**config.mk**
```make
export PLATFORM = sky130hd
export DESIGN_NAME = vga_overlay_compositor
export DESIGN_NICKNAME = d
export VERILOG_FILES = /design/src/rtl/vga_pkg.sv /design/src/rtl/vga_layer_window.sv /design/src/rtl/vga_overlay_compositor.sv
export SDC_FILE = /design/constraint.sdc
export NUM_CORES = 1
export LEC_CHECK = 0
export ABC_AREA = 1
export BUFFER_PORTS_ARGS = -buffer_cell sky130_fd_sc_hd__buf_2
export CORE_ASPECT_RATIO = 0.8
export CORE_MARGIN = 2
export CORE_UTILIZATION = 30
export CTS_CLUSTER_DIAMETER = 200
export DETAILED_ROUTE_END_ITERATION = 10
export PLACE_DENSITY_LB_ADDON = 0.2
export RECOVER_POWER = 50
export SYNTH_ARGS = -nofsm -noshare
export SYNTH_HDL_FRONTEND = slang
export SYNTH_HIERARCHICAL = 1
export SYNTH_SLANG_ARGS = --single-unit
export TNS_END_PERCENT = 10
```
**constraint.sdc**
```tcl
create_clock -name iVGA_CLK -period 8.8 [get_ports iVGA_CLK]
set_clock_uncertainty 0.05 [all_clocks]
set_input_delay 1.76 -clock iVGA_CLK [delete_from_list [all_inputs] [get_ports iVGA_CLK]]
set_output_delay 1.76 -clock iVGA_CLK [all_outputs]
set_load 0.01 [all_outputs]
```
**src/rtl/vga_pkg.sv**
```systemverilog
// Shared constants and types for the VGA overlay compositor.
// Timing defaults, config field codes and pipeline bundles.
package vga_pkg;

  localparam int H_ACT_D = 640;
  localparam int H_FP_D  = 16;
  localparam int H_SYN_D = 96;
  localparam int H_BP_D  = 48;
  localparam int V_ACT_D = 480;
  localparam int V_FP_D  = 10;
  localparam int V_SYN_D = 2;
  localparam int V_BP_D  = 33;

  localparam int ADDR_W = 19;

  typedef enum logic [2:0] {
    FLD_X0 = 3'd0,
    FLD_Y0 = 3'd1,
    FLD_W  = 3'd2,
    FLD_H  = 3'd3,
    FLD_EN = 3'd4
  } cfg_field_e;

  typedef struct packed {
    logic [9:0] x0;
    logic [9:0] y0;
    logic [9:0] w;
    logic [9:0] h;
    logic       en;
  } win_t;

  typedef struct packed {
    logic       hs;
    logic       vs;
    logic       de;
    logic       fr;
    logic [9:0] col;
    logic [8:0] row;
  } tim_t;

  localparam tim_t TIM_RST = '{
    hs:  1'b1,
    vs:  1'b1,
    de:  1'b0,
    fr:  1'b0,
    col: 10'd0,
    row: 9'd0
  };

endpackage

```
**src/rtl/vga_layer_window.sv**
```systemverilog
// One overlay layer: shadow/live window registers,
// hit compare and raster-order ROM address counter.
module vga_layer_window
  import vga_pkg::*;
(
  input  logic              clk,
  input  logic              rst_n,
  input  logic              we,
  input  logic [2:0]        field,
  input  logic [9:0]        data,
  input  logic              frame_start,
  input  logic [9:0]        col,
  input  logic [9:0]        row,
  output logic              hit,
  output logic [ADDR_W-1:0] addr
);

  win_t              shadow;
  win_t              live;
  win_t              act;
  logic [ADDR_W-1:0] cnt;
  logic [10:0]       x_end;
  logic [10:0]       y_end;
  logic              in_x;
  logic              in_y;

  // shadow takes writes; live snapshots shadow at frame start
  always_ff @(posedge clk or negedge rst_n) begin
    if (!rst_n) begin
      shadow <= '0;
      live   <= '0;
    end else begin
      if (frame_start)
        live <= shadow;
      if (we) begin
        case (cfg_field_e'(field))
          FLD_X0:  shadow.x0 <= data;
          FLD_Y0:  shadow.y0 <= data;
          FLD_W:   shadow.w  <= data;
          FLD_H:   shadow.h  <= data;
          FLD_EN:  shadow.en <= data[0];
          default: ;
        endcase
      end
    end
  end

  // frame-start pixel already belongs to the new frame,
  // so it compares against the set being loaded
  always_comb begin
    act   = frame_start ? shadow : live;
    x_end = {1'b0, act.x0} + {1'b0, act.w};
    y_end = {1'b0, act.y0} + {1'b0, act.h};
    in_x  = ({1'b0, col} >= {1'b0, act.x0})
         && ({1'b0, col} < x_end);
    in_y  = ({1'b0, row} >= {1'b0, act.y0})
         && ({1'b0, row} < y_end);
    hit   = act.en && in_x && in_y;
    addr  = frame_start ? '0 : cnt;
  end

  // address advances once per hit pixel, restarts per frame
  always_ff @(posedge clk or negedge rst_n) begin
    if (!rst_n)
      cnt <= '0;
    else if (hit)
      cnt <= addr + 1'b1;
    else if (frame_start)
      cnt <= '0;
  end

endmodule

```
**src/rtl/vga_overlay_compositor.sv**
```systemverilog
// VGA timing plus N prioritised overlay layers over a
// background index; all outputs share one pipeline delay.
module vga_overlay_compositor
  import vga_pkg::*;
#(
  parameter int H_ACT    = H_ACT_D,
  parameter int H_FP     = H_FP_D,
  parameter int H_SYN    = H_SYN_D,
  parameter int H_BP     = H_BP_D,
  parameter int V_ACT    = V_ACT_D,
  parameter int V_FP     = V_FP_D,
  parameter int V_SYN    = V_SYN_D,
  parameter int V_BP     = V_BP_D,
  parameter int N_LAYERS = 4,
  parameter int IDX_W    = 8,
  parameter int ROM_LAT  = 1,
  parameter int TRANSP   = 0
) (
  input  logic                       iVGA_CLK,
  input  logic                       iRST_n,
  input  logic                       cfg_we,
  input  logic [(N_LAYERS>1 ? $clog2(N_LAYERS) : 1)-1:0]
                                     cfg_layer,
  input  logic [2:0]                 cfg_field,
  input  logic [9:0]                 cfg_data,
  input  logic [IDX_W-1:0]           bg_idx,
  input  logic [N_LAYERS*IDX_W-1:0]  layer_idx,
  output logic [N_LAYERS*ADDR_W-1:0] layer_addr,
  output logic [IDX_W-1:0]           pix_idx,
  output logic                       oHS,
  output logic                       oVS,
  output logic                       oBLANK_n,
  output logic                       oFRAME,
  output logic [9:0]                 oCOL,
  output logic [8:0]                 oROW
);

  localparam int LW = N_LAYERS > 1 ? $clog2(N_LAYERS) : 1;
  localparam int D  = ROM_LAT + 2;

  localparam logic [9:0] H_MAX =
    10'(H_ACT + H_FP + H_SYN + H_BP - 1);
  localparam logic [9:0] V_MAX =
    10'(V_ACT + V_FP + V_SYN + V_BP - 1);
  localparam logic [9:0] H_END = 10'(H_ACT);
  localparam logic [9:0] V_END = 10'(V_ACT);
  localparam logic [9:0] HS_B  = 10'(H_ACT + H_FP);
  localparam logic [9:0] HS_E  = 10'(H_ACT + H_FP + H_SYN);
  localparam logic [9:0] VS_B  = 10'(V_ACT + V_FP);
  localparam logic [9:0] VS_E  = 10'(V_ACT + V_FP + V_SYN);

  logic [9:0]          hc;
  logic [9:0]          vc;
  logic                frame_start;
  tim_t                tim_raw;
  tim_t                tim_pipe [D];
  logic [N_LAYERS-1:0] hit;
  logic [N_LAYERS-1:0] hit_pipe [ROM_LAT+1];
  logic [ADDR_W-1:0]   addr   [N_LAYERS];
  logic [ADDR_W-1:0]   addr_q [N_LAYERS];
  logic [IDX_W-1:0]    pix_nxt;

  // raster counters: hc wraps per line, vc per frame
  always_ff @(posedge iVGA_CLK or negedge iRST_n) begin
    if (!iRST_n) begin
      hc <= '0;
      vc <= '0;
    end else if (hc == H_MAX) begin
      hc <= '0;
      vc <= (vc == V_MAX) ? '0 : vc + 1'b1;
    end else begin
      hc <= hc + 1'b1;
    end
  end

  // raw timing bundle for the current counter position
  always_comb begin
    frame_start = (hc == '0) && (vc == '0);
    tim_raw.hs  = !((hc >= HS_B) && (hc < HS_E));
    tim_raw.vs  = !((vc >= VS_B) && (vc < VS_E));
    tim_raw.de  = (hc < H_END) && (vc < V_END);
    tim_raw.fr  = frame_start;
    tim_raw.col = hc;
    tim_raw.row = vc[8:0];
  end

  for (genvar l = 0; l < N_LAYERS; l++) begin : g_layer
    vga_layer_window u_win (
      .clk         (iVGA_CLK),
      .rst_n       (iRST_n),
      .we          (cfg_we && (cfg_layer == LW'(l))),
      .field       (cfg_field),
      .data        (cfg_data),
      .frame_start (frame_start),
      .col         (hc),
      .row         (vc),
      .hit         (hit[l]),
      .addr        (addr[l])
    );
    assign layer_addr[l*ADDR_W +: ADDR_W] = addr_q[l];
  end

  // stage 1: present ROM addresses, zero when not hit
  always_ff @(posedge iVGA_CLK or negedge iRST_n) begin
    if (!iRST_n) begin
      for (int l = 0; l < N_LAYERS; l++)
        addr_q[l] <= '0;
    end else begin
      for (int l = 0; l < N_LAYERS; l++)
        addr_q[l] <= hit[l] ? addr[l] : '0;
    end
  end

  // delay timing and hit flags to meet the ROM data
  always_ff @(posedge iVGA_CLK or negedge iRST_n) begin
    if (!iRST_n) begin
      for (int k = 0; k < D; k++)
        tim_pipe[k] <= TIM_RST;
      for (int k = 0; k <= ROM_LAT; k++)
        hit_pipe[k] <= '0;
    end else begin
      tim_pipe[0] <= tim_raw;
      for (int k = 1; k < D; k++)
        tim_pipe[k] <= tim_pipe[k-1];
      hit_pipe[0] <= hit;
      for (int k = 1; k <= ROM_LAT; k++)
        hit_pipe[k] <= hit_pipe[k-1];
    end
  end

  // lowest-numbered opaque hit wins, else background
  always_comb begin
    pix_nxt = bg_idx;
    for (int l = N_LAYERS - 1; l >= 0; l--) begin
      if (hit_pipe[ROM_LAT][l] &&
          layer_idx[l*IDX_W +: IDX_W] != IDX_W'(TRANSP))
        pix_nxt = layer_idx[l*IDX_W +: IDX_W];
    end
    if (!tim_pipe[ROM_LAT].de)
      pix_nxt = '0;
  end

  // final stage: register the composited index
  always_ff @(posedge iVGA_CLK or negedge iRST_n) begin
    if (!iRST_n)
      pix_idx <= '0;
    else
      pix_idx <= pix_nxt;
  end

  assign oHS      = tim_pipe[D-1].hs;
  assign oVS      = tim_pipe[D-1].vs;
  assign oBLANK_n = tim_pipe[D-1].de;
  assign oFRAME   = tim_pipe[D-1].fr;
  assign oCOL     = tim_pipe[D-1].col;
  assign oROW     = tim_pipe[D-1].row;

endmodule

```
Yosys cells after proc, flatten, opt, wreduce, memory -nomap -nowiden

Index checks and enable logic that the tools add are counted.

Bits in registers: 585
Bits in latches: 0
Bits in writable memories: 0
ROM bits: 0
Bits of input ports: 58
Output and inout bits: 107
Logic and storage cells: 197
Memories: 0

Add/subtract/negate cells: 14
Multiply operators: 0
Divide/modulo/power cells: 0
Magnitude comparators: 22
Equality and inequality tests: 9
Shift operators: 0
Mux-type cells: 23
Bitwise gates (word level): 0
Reduce and logical (&&, ||, !) cells: 58

Operators by type and width:

| kind                                                                | number |
|---|---|
| 2-to-1 mux 19 bit                                                   | 12 |
| 2-to-1 mux 41 bit                                                   | 4 |
| adder 10 x 10 -> 11 bit                                             | 8 |
| less-than comparator 10 x 11 -> 1 bit                               | 8 |
| greater-or-equal comparator 10 bit                                  | 8 |
| adder 19 x 1 -> 19 bit (second input constant)                      | 4 |
| 2-to-1 mux 8 bit                                                    | 5 |
| AND reduction 2 bit                                                 | 20 |
| nonzero test 8 bit                                                  | 4 |
| logical AND 1 bit                                                   | 28 |
| adder 10 x 1 -> 10 bit (second input constant)                      | 2 |
| == test 10 bit (second input constant)                              | 2 |
| logical NOT 10 bit                                                  | 2 |
| less-than comparator 10 bit (second input constant)                 | 2 |
| less-than comparator 10 x 9 -> 1 bit (second input constant)        | 2 |
| 2-to-1 mux 10 bit                                                   | 2 |
| greater-or-equal comparator 10 bit (second input constant)          | 1 |
| greater-or-equal comparator 10 x 9 -> 1 bit (second input constant) | 1 |
| == test 3 x 2 -> 1 bit (second input constant)                      | 2 |
| == test 2 bit (second input constant)                               | 2 |
| == test 3 x 1 -> 1 bit (second input constant)                      | 1 |
| == test 3 bit (second input constant)                               | 1 |
| logical NOT 3 bit                                                   | 1 |
| == test 2 x 1 -> 1 bit (second input constant)                      | 1 |
| 2 further kinds                                                     | 3 |

Depth between registers and ports, before layout

Word-level depth: 9
Gate-level depth with buffers: 37
Gate-level depth less buffers: 32

Hierarchy

The synthesis kept the hierarchy.

Modules (own cells, without submodules):

| module                                  | times used | cells each | area an instance (um2) | sequential area each (um2) |
|---|---|---|---|---|
| vga_layer_window (g_layer[0].u_win ...) | 2          | 794        | 6,318.6                | 2,527.4 |
| vga_overlay_compositor                  | 1          | 614        | 6,653.9                | 4,536.9 |
| vga_layer_window (g_layer[3].u_win)     | 1          | 786        | 6,372.4                | 2,527.4 |
| vga_layer_window (g_layer[1].u_win)     | 1          | 790        | 6,329.8                | 2,527.4 |

Worst setup path after synthesis

OpenSTA, ideal clock, no wires.

Path type: register to register
Start: register hc[6]
End: register addr_q (netlist bit layer_addr[10])
Setup time: 0.064 ns
Data arrival time: 5.545 ns
Data required time: 8.686 ns
Slack: 3.141 ns
Stages on the path, launching flop included: 34
Buffers on the path: 6
Clock period less this slack: 5.659 ns
Cells stage by stage: dfrtp_1 -> inv_2 -> nand2_1 -> or3_1 -> nor4b_2 -> buf_6 -> inv_1 -> clkbuf_1 -> clkbuf_1 -> nand2_1 -> nand2_1 -> ha_1 -> fa_1 -> inv_1 -> nor2_1 -> nor2_1 -> xor2_1 -> ha_1 -> nand2_1 -> inv_1 -> a21oi_1 -> nand2_1 -> nand2_1 -> nand2_1 -> nand2_1 -> nand2_1 -> a21oi_1 -> nand2_1 -> buf_2 -> inv_1 -> clkbuf_1 -> clkbuf_1 -> nand2_1 -> inv_1

RTL lines:

| item                            | RTL line                      | source |
|---|---|---|
| from (decl)                     | vga_overlay_compositor.sv:52  | `logic [9:0] hc;` |
| from (signal assigned)          | vga_overlay_compositor.sv:72  | `hc <= hc + 1'b1;` |
| to (signal, indexed assignment) | vga_overlay_compositor.sv:110 | `addr_q[l] <= hit[l] ? addr[l] : '0;` |
| to (decl)                       | vga_overlay_compositor.sv:60  | `logic [ADDR_W-1:0] addr_q [N_LAYERS];` |

==> impl_metrics.env <==
export IMPL_totalPowerFinal_mw=6.10
export IMPL_cts_root_buffer="clkbuf_16"
export IMPL_areaGrowthSynthToFinish_pct=13.3
export IMPL_yosys_top_cells_count="nand2_1, dfrtp_1, inv_1"
export IMPL_drive_gt1_share_pct=12.4
export IMPL_hold_path_end="oROW[5]$_DFF_PN0_"
export IMPL_cts_max_level=3
export IMPL_met1_length_mm=45.3
export IMPL_synthesis_area_sq_um=32000
export IMPL_ctsHoldBuffers=0
export IMPL_yosysSeqAreaShare_pct=45.8
export IMPL_post_cts_buffers=0
export IMPL_ant_nets=0
export IMPL_dr_wl_met3_mm=2.89
export IMPL_relSlewSlack_pct=-258
export IMPL_synth_top_area_share_pct=45.3
export IMPL_stdcell_count=5387
export IMPL_grt_pass1_wl_mm=141
export IMPL_irDropWorstVdd_uv=107
export IMPL_viasPerCell=4.52
export IMPL_yosys_top_cells_area="dfrtp_1, nand2_1, ha_1"
export IMPL_antenna_found_initial=3
export IMPL_port_buffers=164
export IMPL_max_stage_delay_ns=0.86
export IMPL_dpl_cell_area_sq_um=34100
export IMPL_io_pins=165
export IMPL_place_congestion=0.832
export IMPL_nFillCells=11100
export IMPL_die_h_microns=296
export IMPL_die_w_microns=369
export IMPL_yosysUniqueCellTypes=53
export IMPL_die_area_sq_um=109000
export IMPL_avgSynthCellArea_sq_um=8.47
export IMPL_synth_edf_count=0
export IMPL_end_kind="flip-flop"
export IMPL_async_reset_ff_share_pct=100
export IMPL_holdPathStages=0
export IMPL_path_clk_slew_ns=0.06
export IMPL_worstMarginPinSlew_ns=5.37
export IMPL_drcViolationCount=0
export IMPL_cts_tree="done"
export IMPL_avgRoutedWirePerCell_microns=16.4
export IMPL_grtUsageTotal_pct=16.4
export IMPL_required_ns=9.30
export IMPL_synth_top_area_cell="dfrtp_1"
export IMPL_finalSetupTns_ns=0
export IMPL_rows=107
export IMPL_grt_max_degree=155
export IMPL_grt_pass1_vias=24000
export IMPL_cts_max_path_buffers=3
export IMPL_synth_most_common_cell="nand2_1"
export IMPL_final_area_sq_um=36300
export IMPL_top_layer="met4"
export IMPL_crit_path_frequent_cell="nand2_1"
export IMPL_timing_final_crit_share_pct=88.0
export IMPL_path_class="reg2reg"
export IMPL_postLayoutCoreUtil_pct=34.2
export IMPL_insertion_delay_ns=0.63
export IMPL_setup_viol=0
export IMPL_reg2regPathDepth=28
export IMPL_critPathSlowestCell="a21oi_2"
export IMPL_ys_ff_latch=585
export IMPL_hpwl_mm=62.4
export IMPL_path_max_fanout=46
export IMPL_p_per_area_nw_per_um2=168
export IMPL_cpLargestDelayFamily="simple AND/OR/NAND/NOR gates"
export IMPL_cp_start_kind="flip-flop"
export IMPL_violations="max-capacitance violations, max-slew violations"
export IMPL_via_count=24300
export IMPL_synthesis_nets=4085
export IMPL_wl_mm=88.5
export IMPL_r2r_slack_ns=1.06
export IMPL_synth_flop_cell="dfrtp_1"
export IMPL_syn_inst=3778
export IMPL_yosys_warnings=6
export IMPL_rsz0062_at_grt="false"
export IMPL_cts_sinks=585
export IMPL_cts_resized=0
export IMPL_nets=4222
export IMPL_max_cap_violations=3
export IMPL_first_pass_iters=7
export IMPL_p_leak_nw=19.4
export IMPL_numCtsBuffers=70
export IMPL_reg2reg_to="layer_addr[72]$_DFF_PN0_"
export IMPL_final_hold_viol_count=0
export IMPL_cp_depth=28
export IMPL_min_from="tim_pipe[28]$_DFF_PN0_"
export IMPL_reg2reg_from="vc[5]$_DFFE_PN0N_"
export IMPL_critical_path_arrival_ns=8.24
export IMPL_start_util_pct=30.1
export IMPL_wl_met2_mm=38.2
export IMPL_outcome="finished, violations left"
export IMPL_grt_overflow=0
export IMPL_drtIter0Drc=1669
export IMPL_hold_path_class="reg2reg"
export IMPL_period_minus_slack_ns=7.74
export IMPL_design_core_area_sq_um=106000
export IMPL_placed_cells=5260
export IMPL_cp_num_buf_inv=7
export IMPL_fmax_ghz=0.129
export IMPL_slew_violations=169
## worst max-delay path by stage
stage,end,slack [ns],startpoint
6_report,layer_addr[72]$_DFF_PN0_,1.06,vc[5]$_DFFE_PN0N_
5_1_grt,layer_addr[72]$_DFF_PN0_,0.22,vc[5]$_DFFE_PN0N_
4_1_cts,layer_addr[72]$_DFF_PN0_,1.15,vc[0]$_DFFE_PN0N_
3_5_place_dp,layer_addr[72]$_DFF_PN0_,1.20,vc[0]$_DFFE_PN0N_
3_3_place_gp,layer_addr[64]$_DFF_PN0_,1.33,vc[4]$_DFFE_PN0N_
2_1_floorplan,layer_addr[10]$_DFF_PN0_,3.14,hc[6]$_DFF_PN0_
## layer usage
metal,up-vias,GRT usage [%]
li1,12400,-
met1,11500,24.3
met2,371,24.8
met3,118,2.09
met4,0,4.61
met5,-,0
## layout by cell type (no fill, tap or decap), drive strengths merged, types with 118 or more instances in the layout
master  count
nand2    1104
o21ai     281
a21oi     136
dfrtp     579
inv       460
nor2      268
buf       180
ha        241
clkbuf    118
nand3     195
## flip-flops by register name, indices dropped and copies added (netlist names)
register              count
vc                       10
oBLANK_n                  1
oROW                      9
oFRAME                    1
pix_idx                   8
oVS                       1
oCOL                     10
g_layer.u_win/cnt        76
oHS                       1
hit_pipe                  8
g_layer.u_win/live      164
layer_addr               76
hc                       10
tim_pipe                 46
g_layer.u_win/shadow    164
## worst reg2reg max path: cells and delay by family (launching register included)
family	cells	cell delay, ns
DFF	1	0.36
buffers and inverters	7	2.22
adders and majority gates	2	0.63
AOI/OAI and AO/OA	5	1.51
xor gates and xnor gates	1	0.20
and+or+nand+nor	13	2.70
## metrics by stage
| step | hold slack, ns | setup WS (ns) |
|---|---|---|
| global route | 0.296 | 0.220 |
| finish | 0.294 | 1.06 |
| global placement | 0.283 | 1.33 |
| detailed placement | 0.285 | 1.20 |
| CTS | 0.296 | 1.15 |
| floorplan | 0.281 | 3.14 |
## cell families (layout without fill, tap and decap cells)
| kind of cell | count (synthesis) | after routing | synth area share (%) |
|---|---|---|---|
| flip-flops | 585 | 585 | 45.8 |
| AND/OR/NAND/NOR | 1761 | 1761 | 25.0 |
| adder cells (fa/ha/maj) | 249 | 249 | 9.93 |
| other | 0 | 1 | 0 |
| buffers and inverters | 590 | 781 | 7.87 |
| AO/OA/AOI/OAI | 463 | 463 | 7.85 |
| XOR/XNOR | 130 | 130 | 3.56 |
## report_power, final
group	switching [mW]	leakage, nW	internal, mW	total (mW)
clock network	1.20	1.10	1.69	2.89
logic	0.204	10.4	0.0922	0.296
registers	0.0759	7.88	2.84	2.91
total	1.48	19.4	4.62	6.10
## cell type report
type / count / area [sq um] / area share (%)
multi-input combinational: 2603 / 14800 / 40.8
clock buffer: 101 / 1980 / 5.46
sequential: 585 / 14600 / 40.4
antenna: 1 / 2.50 / 0.00690
inverter: 458 / 1720 / 4.74
timing repair buffer: 197 / 1070 / 2.94
tap: 1417 / 1770 / 4.89
clock inverter: 25 / 267 / 0.735
No activity file was read; power rests on OpenSTA's default activity.
